$ cat config.mk
export PLATFORM = sky130hd
export DESIGN_NAME = instr_encoder_loader
export DESIGN_NICKNAME = d
export VERILOG_FILES = /design/src/rtl/instr_encoder_loader.sv
export SDC_FILE = /design/constraint.sdc
export NUM_CORES = 1
export LEC_CHECK = 0
export BUFFER_PORTS_ARGS = -buffer_cell sky130_fd_sc_hd__clkbuf_2
export CORE_UTILIZATION = 40
export DETAILED_ROUTE_END_ITERATION = 10
export PLACE_DENSITY = 0.67
export SETUP_SLACK_MARGIN = 0.4
export SLEW_MARGIN = 20
export SYNTH_ARGS = -nofsm -noshare
export SYNTH_HDL_FRONTEND = slang
export SYNTH_SLANG_ARGS = --single-unit
$ cat constraint.sdc
create_clock -name clk -period 2.1 [get_ports clk]
set_clock_uncertainty 0.05 [all_clocks]
set_input_delay 0.42 -clock clk [delete_from_list [all_inputs] [get_ports clk]]
set_output_delay 0.42 -clock clk [all_outputs]
set_load 0.02 [all_outputs]
$ cat src/rtl/instr_encoder_loader.sv
// RV32I field-to-word encoder that writes each encoded instruction to consecutive
// instruction-memory words over a we/ack port; malformed bundles raise a sticky error.
module instr_encoder_loader #(
    parameter int unsigned MEM_ADDR_WIDTH = 10,
    parameter int unsigned BASE_ADDR      = 0
) (
    input  logic                      clk,
    input  logic                      reset,
    input  logic                      start,
    input  logic                      in_valid,
    output logic                      in_ready,
    input  logic [6:0]                in_opcode,
    input  logic [4:0]                in_rd,
    input  logic [4:0]                in_rs1,
    input  logic [4:0]                in_rs2,
    input  logic [2:0]                in_funct3,
    input  logic [6:0]                in_funct7,
    input  logic [31:0]               in_imm,
    output logic                      mem_we,
    output logic [MEM_ADDR_WIDTH-1:0] mem_addr,
    output logic [31:0]               mem_wdata,
    input  logic                      mem_ack,
    output logic [MEM_ADDR_WIDTH:0]   count,
    output logic                      err,
    output logic [1:0]                err_code
);

    typedef enum logic [1:0] {
        IDLE,
        WRITE,
        FULL
    } state_t;

    typedef enum logic [6:0] {
        OP_R       = 7'b0110011,
        OP_I_LOGIC = 7'b0010011,
        OP_I_LOAD  = 7'b0000011,
        OP_S       = 7'b0100011,
        OP_B       = 7'b1100011,
        OP_J       = 7'b1101111
    } opcode_t;

    localparam logic [MEM_ADDR_WIDTH-1:0] BASE     = MEM_ADDR_WIDTH'(BASE_ADDR);
    localparam logic [MEM_ADDR_WIDTH:0]   CAPACITY = {1'b1, {MEM_ADDR_WIDTH{1'b0}}};

    state_t                    r_state;
    logic                      r_live;
    logic                      r_we;
    logic [MEM_ADDR_WIDTH-1:0] r_addr;
    logic [31:0]               r_wdata;
    logic [MEM_ADDR_WIDTH:0]   r_count;
    logic                      r_err;
    logic [1:0]                r_err_code;

    logic signed [31:0]        w_imm;
    logic [31:0]               w_word;
    logic                      w_bad_op;
    logic                      w_misalign;
    logic                      w_range;
    logic [1:0]                w_code;
    logic                      w_fault;
    logic                      w_ready;
    logic                      w_accept;
    logic [MEM_ADDR_WIDTH:0]   w_count_inc;

    assign w_imm = $signed(in_imm);

    always_comb begin
        w_word     = '0;
        w_bad_op   = 1'b0;
        w_misalign = 1'b0;
        w_range    = 1'b0;
        case (in_opcode)
            OP_R: begin
                w_word = {in_funct7, in_rs2, in_rs1, in_funct3, in_rd, in_opcode};
            end
            OP_I_LOGIC, OP_I_LOAD: begin
                // Shift-immediates carry funct7 above a 5-bit shamt instead of imm[11:5]
                if (in_opcode == OP_I_LOGIC && (in_funct3 == 3'b001 || in_funct3 == 3'b101)) begin
                    w_range = (w_imm < 32'sd0) || (w_imm > 32'sd31);
                    w_word  = {in_funct7, in_imm[4:0], in_rs1, in_funct3, in_rd, in_opcode};
                end else begin
                    w_range = (w_imm < -32'sd2048) || (w_imm > 32'sd2047);
                    w_word  = {in_imm[11:0], in_rs1, in_funct3, in_rd, in_opcode};
                end
            end
            OP_S: begin
                w_range = (w_imm < -32'sd2048) || (w_imm > 32'sd2047);
                w_word  = {in_imm[11:5], in_rs2, in_rs1, in_funct3, in_imm[4:0], in_opcode};
            end
            OP_B: begin
                w_misalign = in_imm[0];
                w_range    = (w_imm < -32'sd4096) || (w_imm > 32'sd4094);
                w_word     = {in_imm[12], in_imm[10:5], in_rs2, in_rs1, in_funct3,
                              in_imm[4:1], in_imm[11], in_opcode};
            end
            OP_J: begin
                w_misalign = in_imm[0];
                w_range    = (w_imm < -32'sd1048576) || (w_imm > 32'sd1048574);
                w_word     = {in_imm[20], in_imm[10:1], in_imm[11], in_imm[19:12], in_rd, in_opcode};
            end
            default: begin
                w_bad_op = 1'b1;
            end
        endcase
    end

    always_comb begin
        w_code = 2'b00;
        if (w_misalign) begin
            w_code = 2'b11;
        end else if (w_range) begin
            w_code = 2'b10;
        end else if (w_bad_op) begin
            w_code = 2'b01;
        end
    end

    assign w_fault     = (w_code != 2'b00);
    assign w_ready     = r_live && (r_state == IDLE) && !start;
    assign w_accept    = in_valid && w_ready;
    assign w_count_inc = r_count + (MEM_ADDR_WIDTH + 1)'(1);

    // r_live keeps in_ready low while reset is held and for the first edge after release
    always_ff @(posedge clk or negedge reset) begin
        if (!reset) begin
            r_state    <= IDLE;
            r_live     <= 1'b0;
            r_we       <= 1'b0;
            r_addr     <= BASE;
            r_wdata    <= '0;
            r_count    <= '0;
            r_err      <= 1'b0;
            r_err_code <= 2'b00;
        end else begin
            r_live <= 1'b1;
            if (start) begin
                r_state    <= IDLE;
                r_we       <= 1'b0;
                r_addr     <= BASE;
                r_count    <= '0;
                r_err      <= 1'b0;
                r_err_code <= 2'b00;
            end else begin
                case (r_state)
                    IDLE: begin
                        if (w_accept) begin
                            if (w_fault) begin
                                r_err <= 1'b1;
                                if (!r_err) begin
                                    r_err_code <= w_code;
                                end
                            end else begin
                                r_wdata <= w_word;
                                r_we    <= 1'b1;
                                r_state <= WRITE;
                            end
                        end
                    end
                    WRITE: begin
                        if (mem_ack) begin
                            r_we    <= 1'b0;
                            r_addr  <= r_addr + MEM_ADDR_WIDTH'(1);
                            r_count <= w_count_inc;
                            r_state <= (w_count_inc == CAPACITY) ? FULL : IDLE;
                        end
                    end
                    FULL: begin
                        r_we <= 1'b0;
                    end
                    default: begin
                        r_state <= IDLE;
                        r_we    <= 1'b0;
                    end
                endcase
            end
        end
    end

    assign in_ready  = w_ready;
    assign mem_we    = r_we;
    assign mem_addr  = r_addr;
    assign mem_wdata = r_wdata;
    assign count     = r_count;
    assign err       = r_err;
    assign err_code  = r_err_code;

endmodule

Word-level counts from Yosys, hierarchy flattened
Cells that the tools add are included.
{ "totals": {"regBits": 60, "output_inout_bits": 58} }
{ "classes": {"order_cmp": 8, "n_addsub": 2, "bitwise": 2, "n_eq_ne": 16, "n_mux": 34, "reduce_logical": 26} }
{ "op_table": {"columns": ["op", "count"], "rows": [
  ["$pmux W32 S5", 1],
  ["$mux W11", 3],
  ["$gt A32 B12 Y1 const B", 1],
  ["$gt A32 B13 Y1 const B", 1],
  ["$gt A32 B21 Y1 const B", 1],
  ["$gt A32 B6 Y1 const B", 1],
  ["$lt A32 B1 Y1 const B", 1],
  ["$lt A32 B12 Y1 const B", 1],
  ["$lt A32 B13 Y1 const B", 1],
  ["$lt A32 B21 Y1 const B", 1],
  ["$mux W32", 1],
  ["$mux W10", 3],
  ["$mux W2", 12],
  ["$eq A7 B6 Y1 const B", 2],
  ["$eq A7 B7 Y1 const B", 2],
  ["$reduce_and A4 Y1", 3],
  ["$reduce_bool A2 Y1", 6],
  ["$add A11 B1 Y11 const B", 1],
  ["$eq A11 B11 Y1 const B", 1],
  ["$mux W1", 11],
  ["$add A10 B1 Y10 const B", 1],
  ["$ne A3 B3 Y1 const B", 3],
  ["$eq A7 B2 Y1 const B", 1],
  ["$eq A7 B5 Y1 const B", 1],
  ["17 further kinds", 28]
]} }

Depth between registers and ports, before layout
Gate-level depths: netlist of run 1.
{ "depth": {"depth_word": 12, "ltp_mapped": 9, "depth_no_buf": 7} }

Worst setup path after synthesis of run 1
No wires, ideal clock.
{ "synth_timing": {"path_type": "flip-flop to flip-flop", "startpoint": "reg r_state[1]", "endpoint": "reg r_wdata[26], in the netlist mem_wdata[26]", "setup_time_ns": 0.127, "stages_incl_launch_ff": 8, "arrival_time_ns": 2.425, "slack_ns": -0.503, "path_cell_list": "dfrtp_1 > nor4b_1 > nand2_1 > nor3b_1 > o211a_1 > buf_6 > buf_8 > mux2_1"} }
{ "synth_between": {"elab_chain_len": 5} }
{ "synth_lines": {"columns": ["item", "line", "rtl"], "rows": [
  ["from (decl)", "46", "state_t r_state;"],
  ["from (signal assigned)", "165", "r_state <= (w_count_inc == CAPACITY) ? FULL : IDLE;"],
  ["$logic_not A2 Y1", "120", "assign w_ready = r_live && (r_state == IDLE) && !start;"],
  ["$logic_and A1 B1 Y1 (2 in a row)", "120", null],
  ["via in_ready", "11", "output logic in_ready,"],
  ["$logic_and A1 B1 Y1", "121", "assign w_accept = in_valid && w_ready;"],
  ["$reduce_and A4 Y1 (no line)", null, null],
  ["to (signal assigned)", "154", "r_wdata <= w_word;"],
  ["to (decl)", "50", "logic [31:0] r_wdata;"]
]} }
The timed path passes the listed nets, and every way through them passes these cells.
A chain may end at the register's enable or synchronous reset.

Worst setup path after layout of run 1
{ "layout_timing": {"startpoint": "in in_imm[18]", "endpoint": "reg r_wdata[2], in the netlist mem_wdata[2]"} }
{ "layout_between": {"elab_chain_len": 9, "elab_cells_between_ends": 19, "classes_between": "8 x order compare; 4 x mux; 1 x bitwise; 6 x reduce/logical"} }
{ "layout_lines": {"columns": ["item", "line", "rtl"], "rows": [
  ["from (decl)", "18", "input logic [31:0] in_imm,"],
  ["$lt A32 B12 Y1 (tied with other cells)", "83, 88", null],
  ["$logic_or A1 B1 Y1, on equally long branches", "83, 88, 80", null],
  ["$mux W1", "79", "if (in_opcode == OP_I_LOGIC && (in_funct3 == 3'b001 || in_funct3 == 3'b101)) begin"],
  ["$pmux W1 S4 (*)", "73", "case (in_opcode)"],
  ["$mux W2 (*)", "112", "end else if (w_range) begin"],
  ["$mux W2 (*)", "110", "if (w_misalign) begin"],
  ["$reduce_bool A2 Y1 (*)", "119", "assign w_fault = (w_code != 2'b00);"],
  ["$not A1 Y1 (no line) (*)", null, null],
  ["$reduce_and A4 Y1 (no line) (*)", null, null]
]} }
Every way passes the cells marked *; elsewhere a longest branch is shown, timed or not.

==> results of run 1 <==
## worst max-delay path, delay by kind of cell
kind,cells,cell delay [ns]
AND/OR/NAND/NOR,3,0.85
AO/OA/AOI/OAI,2,0.38
multiplexers,1,0.34
buffers and inverters,2,0.27
## registers in the layout, indices dropped and copies added (netlist names)
name / cells
count: 11
err: 1
err_code: 2
mem_addr: 10
mem_wdata: 32
mem_we: 1
r_live: 1
r_state: 2
## placed cells by master (no fill, tap or decap), types with 4 or more instances in the layout
| cell | count |
|---|---|
| clkbuf_2 | 121 |
| dfrtp_1 | 57 |
| buf_4 | 56 |
| a22o_1 | 25 |
| mux2_4 | 24 |
| nor2_1 | 21 |
| nand2_1 | 21 |
| nand4_1 | 13 |
| xor2_1 | 13 |
| clkbuf_8 | 11 |
| nand3_1 | 7 |
| o21ai_0 | 7 |
| buf_6 | 7 |
| nor2_2 | 6 |
| inv_1 | 6 |
| nor4_4 | 5 |
| or2_2 | 5 |
| mux2_2 | 5 |
| buf_12 | 5 |
| nor3_1 | 4 |
| o21ai_1 | 4 |
| nor3_2 | 4 |
| a21oi_1 | 4 |
## kinds of logic (layout without fill, tap and decap cells)
group                      count (synthesis)  after routing  share of synthesized area [%]
xor gates and xnor gates                  17             17                           4.46
buffers and inverters                     18            212                           3.67
muxes                                     31             31                           12.7
other                                      1              1                          0.112
AOI/OAI and AO/OA                         63             63                           14.8
DFF                                       60             60                           45.0
and+or+nand+nor                          114            114                           18.2
adders and majority gates                  3              3                           1.12
## metal layers
layer	vias up	global-route usage, %
li1	1517	-
met1	1540	29.1
met2	113	38.1
met3	14	4.80
met4	0	7.56
met5	-	0
## area by class of cell
cell class	instances	area (um2)	share of cell area (%)
Inverter	6	22.5	0.449
Clock inverter	4	50.0	0.997
Sequential cell	60	1510	30.0
Clock buffer	12	145	2.89
Timing Repair Buffer	190	1220	24.3
Tap cell	102	128	2.54
Multi-Input combinational cell	229	1950	38.8
## repair_timing
item / in CTS / in global routing
endpoints found under the hold margin: 0 / 0
resized for setup: 9 / 37
buffers inserted: 9 / 3
setup endpoints to repair: 42 / 43
hold buffers: 0 / 0
pin swaps: 8 / 12
## metrics by stage
step	TNS, ns	setup WS (ns)
final	0	0.00708
after global routing	-0.601	-0.0573
after CTS	0	0.0255
after detailed placement	-12.17	-0.411
after global placement	-10.29	-0.351
after floorplan	-3.34	-0.135
## synth_stat cells (2+ instances only)
library cell  count
mux2_4           20
o21ai_1           2
a22o_1           25
buf_12            2
and2_1            2
xnor2_1           4
nand4_1          13
xor2_1           13
clkbuf_1          5
nor2_1           27
dfrtp_1          60
nand2_1          22
o21a_1            2
o21ai_0           9
ha_1              3
buf_2             3
and3_1            3
nor3b_1           3
a31o_2            3
mux2_1            5
nor3_1            9
nand2b_1          3
nor4_1            6
or3_1             3
inv_1             6
a21oi_1           6
nand3_1          10
or2_2             5
mux2_2            5
a222oi_1          2
## power by group through the flow
stage / Combinational [mW] / Sequential [mW] / Clock (mW)
after floorplan: 0.0780 / 1.23 / 0
after global placement: 0.299 / 1.21 / 0
after detailed placement: 0.304 / 1.21 / 0
after CTS: 0.310 / 1.19 / 1.05
after global routing: 0.349 / 1.19 / 1.10
final: 0.322 / 1.19 / 1.02
## worst min-delay path by stage
| stage | endpoint | start | cells past startpoint | slack, ns |
|---|---|---|---|---|
| after floorplan | count[0] | reset | 0 | 0.07 |
| final | count[3] | reset | 2 | 0.02 |
| after global placement | count[5] | reset | 2 | 0.41 |
| after global routing | mem_addr[0] | reset | 2 | 0.05 |
| after CTS | count[3] | reset | 2 | 0.03 |
| after detailed placement | count[4] | reset | 2 | 0.41 |
==> results_dict.tcl, run 1 <==
set metrics [dict create \
    die_h_um 93.4 \
    clkPwrFrac_pct 40.4 \
    setup.worst_path.start "in_imm[18]" \
    fin_crit_ns 2.09 \
    root_buffer "clkbuf_8" \
    p_total_mw 2.53 \
    wl_met3_um 549 \
    yosysUniqueCellTypes 56 \
    core_um2 7890 \
    ys.flop_type "dfrtp_1" \
    critPathArrivalTime_ns 2.26 \
    synthCells 307 \
    via_per_inst 5.28 \
    hold_ws_ns 0.0239 \
    maxCapViolations 0 \
    diodes 0 \
    synth_edf_count 0 \
    synth_nets 379 \
    clock.fmax_ghz 0.478 \
    dr_wl_met2_um 4670 \
    p_leak_nw 2.52 \
    synth-seq-cells 60 \
    r2r_end "mem_wdata[2]" \
    reg2regPathDepth 6 \
    hold_violations 0 \
    fin_cells 603 \
    period_share_pct 99.7 \
    intPower_mw 1.91 \
    yosysTopAreaCell "dfrtp_1" \
    area_growth_pct 50.3 \
    p_per_area_nw_per_um2 505 \
    cts_buffers 9 \
    switching_share_pct 24.7 \
    dp.cells 575 \
    dp_hpwl_um 7250 \
    slew_viol_final 0 \
    cts_tree "done" \
    row_count 32 \
    grt_pass1_wl_um 15400 \
    wire_per_inst_um 15.7 \
    gr-usage-all-layers_pct 22.7 \
    wl_met1_um 4110 \
    grt_max_degree 61 \
    path_cells "clkbuf_2 -> nor4_4 -> nand2_1 -> or3_4 -> a31oi_4 -> o211a_4 -> buf_12 -> mux2_2" \
    cp-end-kind "register" \
    max_slew.worst_pin.slew_ns 0.603 \
    synthTopCellsByArea "dfrtp_1 (45%), mux2_4 (9.0%), a22o_1 (6.6%)" \
    nFillCells 635 \
    final_util_pct 63.6 \
    cts-htree-levels 3 \
    ant_nets 0 \
    pin_count 127 \
    seq_power_share_pct 46.9 \
    die_w_um 93.4 \
    overflow 0 \
    crit_path_start_kind "input port" \
    criticalPathCategory "input port to register" \
    drc 0 \
    clock_path_buffers 2 \
    drt-pass1-iter-count 4 \
    yosys_warnings 0 \
    cts_sinks 60 \
    die-area_um2 8720 \
    slowest_stage "or3_4" \
    status "finished, final reports clean" \
    drive_gt1_share_pct 55.5 \
    initial_utilization_pct 42.3 \
    antenna_found_initial 0 \
    grt_pass1_vias 3284 \
    relSlewSlack_pct 59.4 \
    crit_path_end "mem_wdata[2]" \
    fin_area_um2 5020 \
    synth.top_cell.area_share_pct 45.0 \
    drtIter0Drc 110 \
    clk_pin_slew_ns 0.07 \
    required_ns 2.27 \
    placed_area_um2 4550 \
    ys_seq_area_share_pct 45.0 \
    clock_latency_ns 0.34 \
    maxUsedRoutingLayer "met4" \
    peakVddDrop_v 0.000312 \
    nNetsFinal 568 \
    setup_violations 0 \
    hold_class "input port to asynchronous set/reset pin" \
    netlist_area_um2 3340 \
    combPwrFrac_pct 12.7 \
    io_buffers 126 \
    cp_max_fo 13 \
    routabilityCongestion 0.911 \
    reg2reg_from "r_state[0]" \
    ys_async_sr_fraction_pct 100 \
    wirelength_um 9450 \
    synth_area_per_cell_um2 10.9 \
    rsz0062_at_grt "true" \
    p_switching_mw 0.625 \
    rrSetupSlack_ns 0.11 \
    via_count 3184 \
    crit_path_max_incr_delay_ns 0.39 \
]
(Power assumes the default switching activity.)
==> run 2: changes to the inputs <==
CORE_UTILIZATION = 49   (was 40)
PLACE_DENSITY = 0.8   (was 0.67)
==> results_dict.tcl, run 2 (synthesized netlist as in run 1, its figures left out) <==
set metrics [dict create \
    ant_nets 0 \
    dp_hpwl_um 7050 \
    io_buffers 126 \
    critPathArrivalTime_ns 2.28 \
    slew_viol_final 0 \
    max_slew.worst_pin.slew_ns 0.597 \
    fin_ws_ns -0.00682 \
    root_buffer "clkbuf_8" \
    gr-usage-all-layers_pct 27.7 \
    peakVddDrop_v 0.000371 \
    hold_violations 0 \
    grt_pass1_vias 3249 \
    nNetsFinal 562 \
    layout_commonest_cell "clkbuf_2" \
    cts_buffers 9 \
    die-area_um2 7150 \
    rsz0062_at_grt "true" \
    grt_max_degree 61 \
    seq_area_um2 1510 \
    wire_per_inst_um 17.5 \
    pin_count 127 \
    layout_common_cells "clkbuf_2 (122), dfrtp_1 (57), buf_4 (47)" \
    largest_reg_flops 32 \
    core_um2 6460 \
    antenna_found_initial 0 \
    drc 16 \
    via_count 3290 \
    criticalPathCategory "input port to register" \
    period_share_pct 100 \
    routabilityCongestion 0.853 \
    setup_violations 6 \
    rrSetupSlack_ns 0.05 \
    cp_max_fo 10 \
    diodes 0 \
    violations "DRC, setup timing" \
    cp-end-kind "register" \
    drt-pass1-iter-count 7 \
    nFillCells 411 \
    relSlewSlack_pct 59.8 \
    finalSetupTns_ns -0.0272 \
    overflow 0 \
    dp.cells 545 \
    drive_gt1_share_pct 54.3 \
    wirelength_um 10000 \
    clock.fmax_ghz 0.475 \
    cts-htree-levels 3 \
    area_growth_pct 49.7 \
    multi_input_area_um2 1960 \
    p_total_mw 2.67 \
    clock_latency_ns 0.34 \
    cts_sinks 60 \
    fin_cells 572 \
    row_count 29 \
    die_h_um 84.5 \
    p_leak_nw 2.52 \
    clk_pin_slew_ns 0.07 \
    cts_hold_repair.buffers 0 \
    drtIter0Drc 199 \
    post-place-ws_ns -0.435 \
    cts_tree "done" \
    status "finished, violations left" \
    required_ns 2.27 \
    clock_path_buffers 2 \
    fin_crit_ns 2.11 \
    p_per_area_nw_per_um2 534 \
    hold_class "input port to asynchronous set/reset pin" \
    crit_path_start_kind "input port" \
    initial_utilization_pct 51.7 \
    grt_pass1_wl_um 15400 \
    maxCapViolations 0 \
    via_per_inst 5.75 \
    die_w_um 84.5 \
]
[run 2: cell types whose count changed in the layout (fill, tap and decap cells not counted), sizes merged]
cell / change
buf: -8
bufinv: +1
clkbuf: +2
clkinvlp: -1
[run 2: what timing repair did]
action                                  in CTS  in global routing
pin swaps                                    7                  6
buffers inserted                             6                  3
cloned                                       0                  2
gates resized for setup                     15                 32
endpoints found under the setup margin      42                 43
[run 2: worst max-delay path, stage by stage]
cell      delay, ns
clkbuf_2       0.11
nor4_2         0.29
nand2_1        0.16
or3_4          0.39
a21oi_4        0.16
o211a_4        0.26
buf_12         0.16
mux2_1         0.32
[run 2: cell type report]
cell class / instances / share of cell area, %
repair buffers: 184 / 24.0
multi-input cells: 229 / 39.2
flip-flops and latches: 60 / 30.1
well taps: 77 / 1.93
clock buffers: 12 / 2.90
inverters: 6 / 0.451
clock inverters: 4 / 1.45
[run 2: worst paths after layout]
| path | cells after the start | to | from |
|---|---|---|---|
| min | 2 | count[4] | reset |
| max | 8 | mem_wdata[26] | in_imm[19] |
| min reg2reg | 1 | mem_wdata[0] | mem_wdata[0] |
| max reg2reg | 6 | mem_wdata[26] | r_state[0] |
| max in group asynchronous | 2 | r_live | reset |
| min in group clk | 3 | mem_wdata[18] | in_rs1[3] |
[run 2: report_power, final]
group | internal, mW | switching, mW
clock network | 0.700 | 0.462
logic | 0.147 | 0.171
registers | 1.17 | 0.0131
total | 2.02 | 0.647
[run 2: routing by layer]
layer | GRT usage [%] | share of wire, % | wire length [um] | vias up
met5 | 0 | 0 | 0 | -
met4 | 13.1 | 3.6 | 359 | 0
met3 | 6.39 | 6.2 | 621 | 30
met2 | 46.8 | 50 | 5020 | 161
met1 | 33.7 | 40 | 4030 | 1590
li1 | - | - | - | 1509
[run 2: per-stage QoR]
step                      hold WS, ns  instance area [um2]  util [%]
final                          0.0318                 5000      77.4
after global routing           0.0516                 5000      77.4
after CTS                      0.0401                 4820      74.6
after detailed placement        0.407                 4470      69.3
after global placement          0.404                 4470      69.3
after floorplan                0.0744                 3450         -
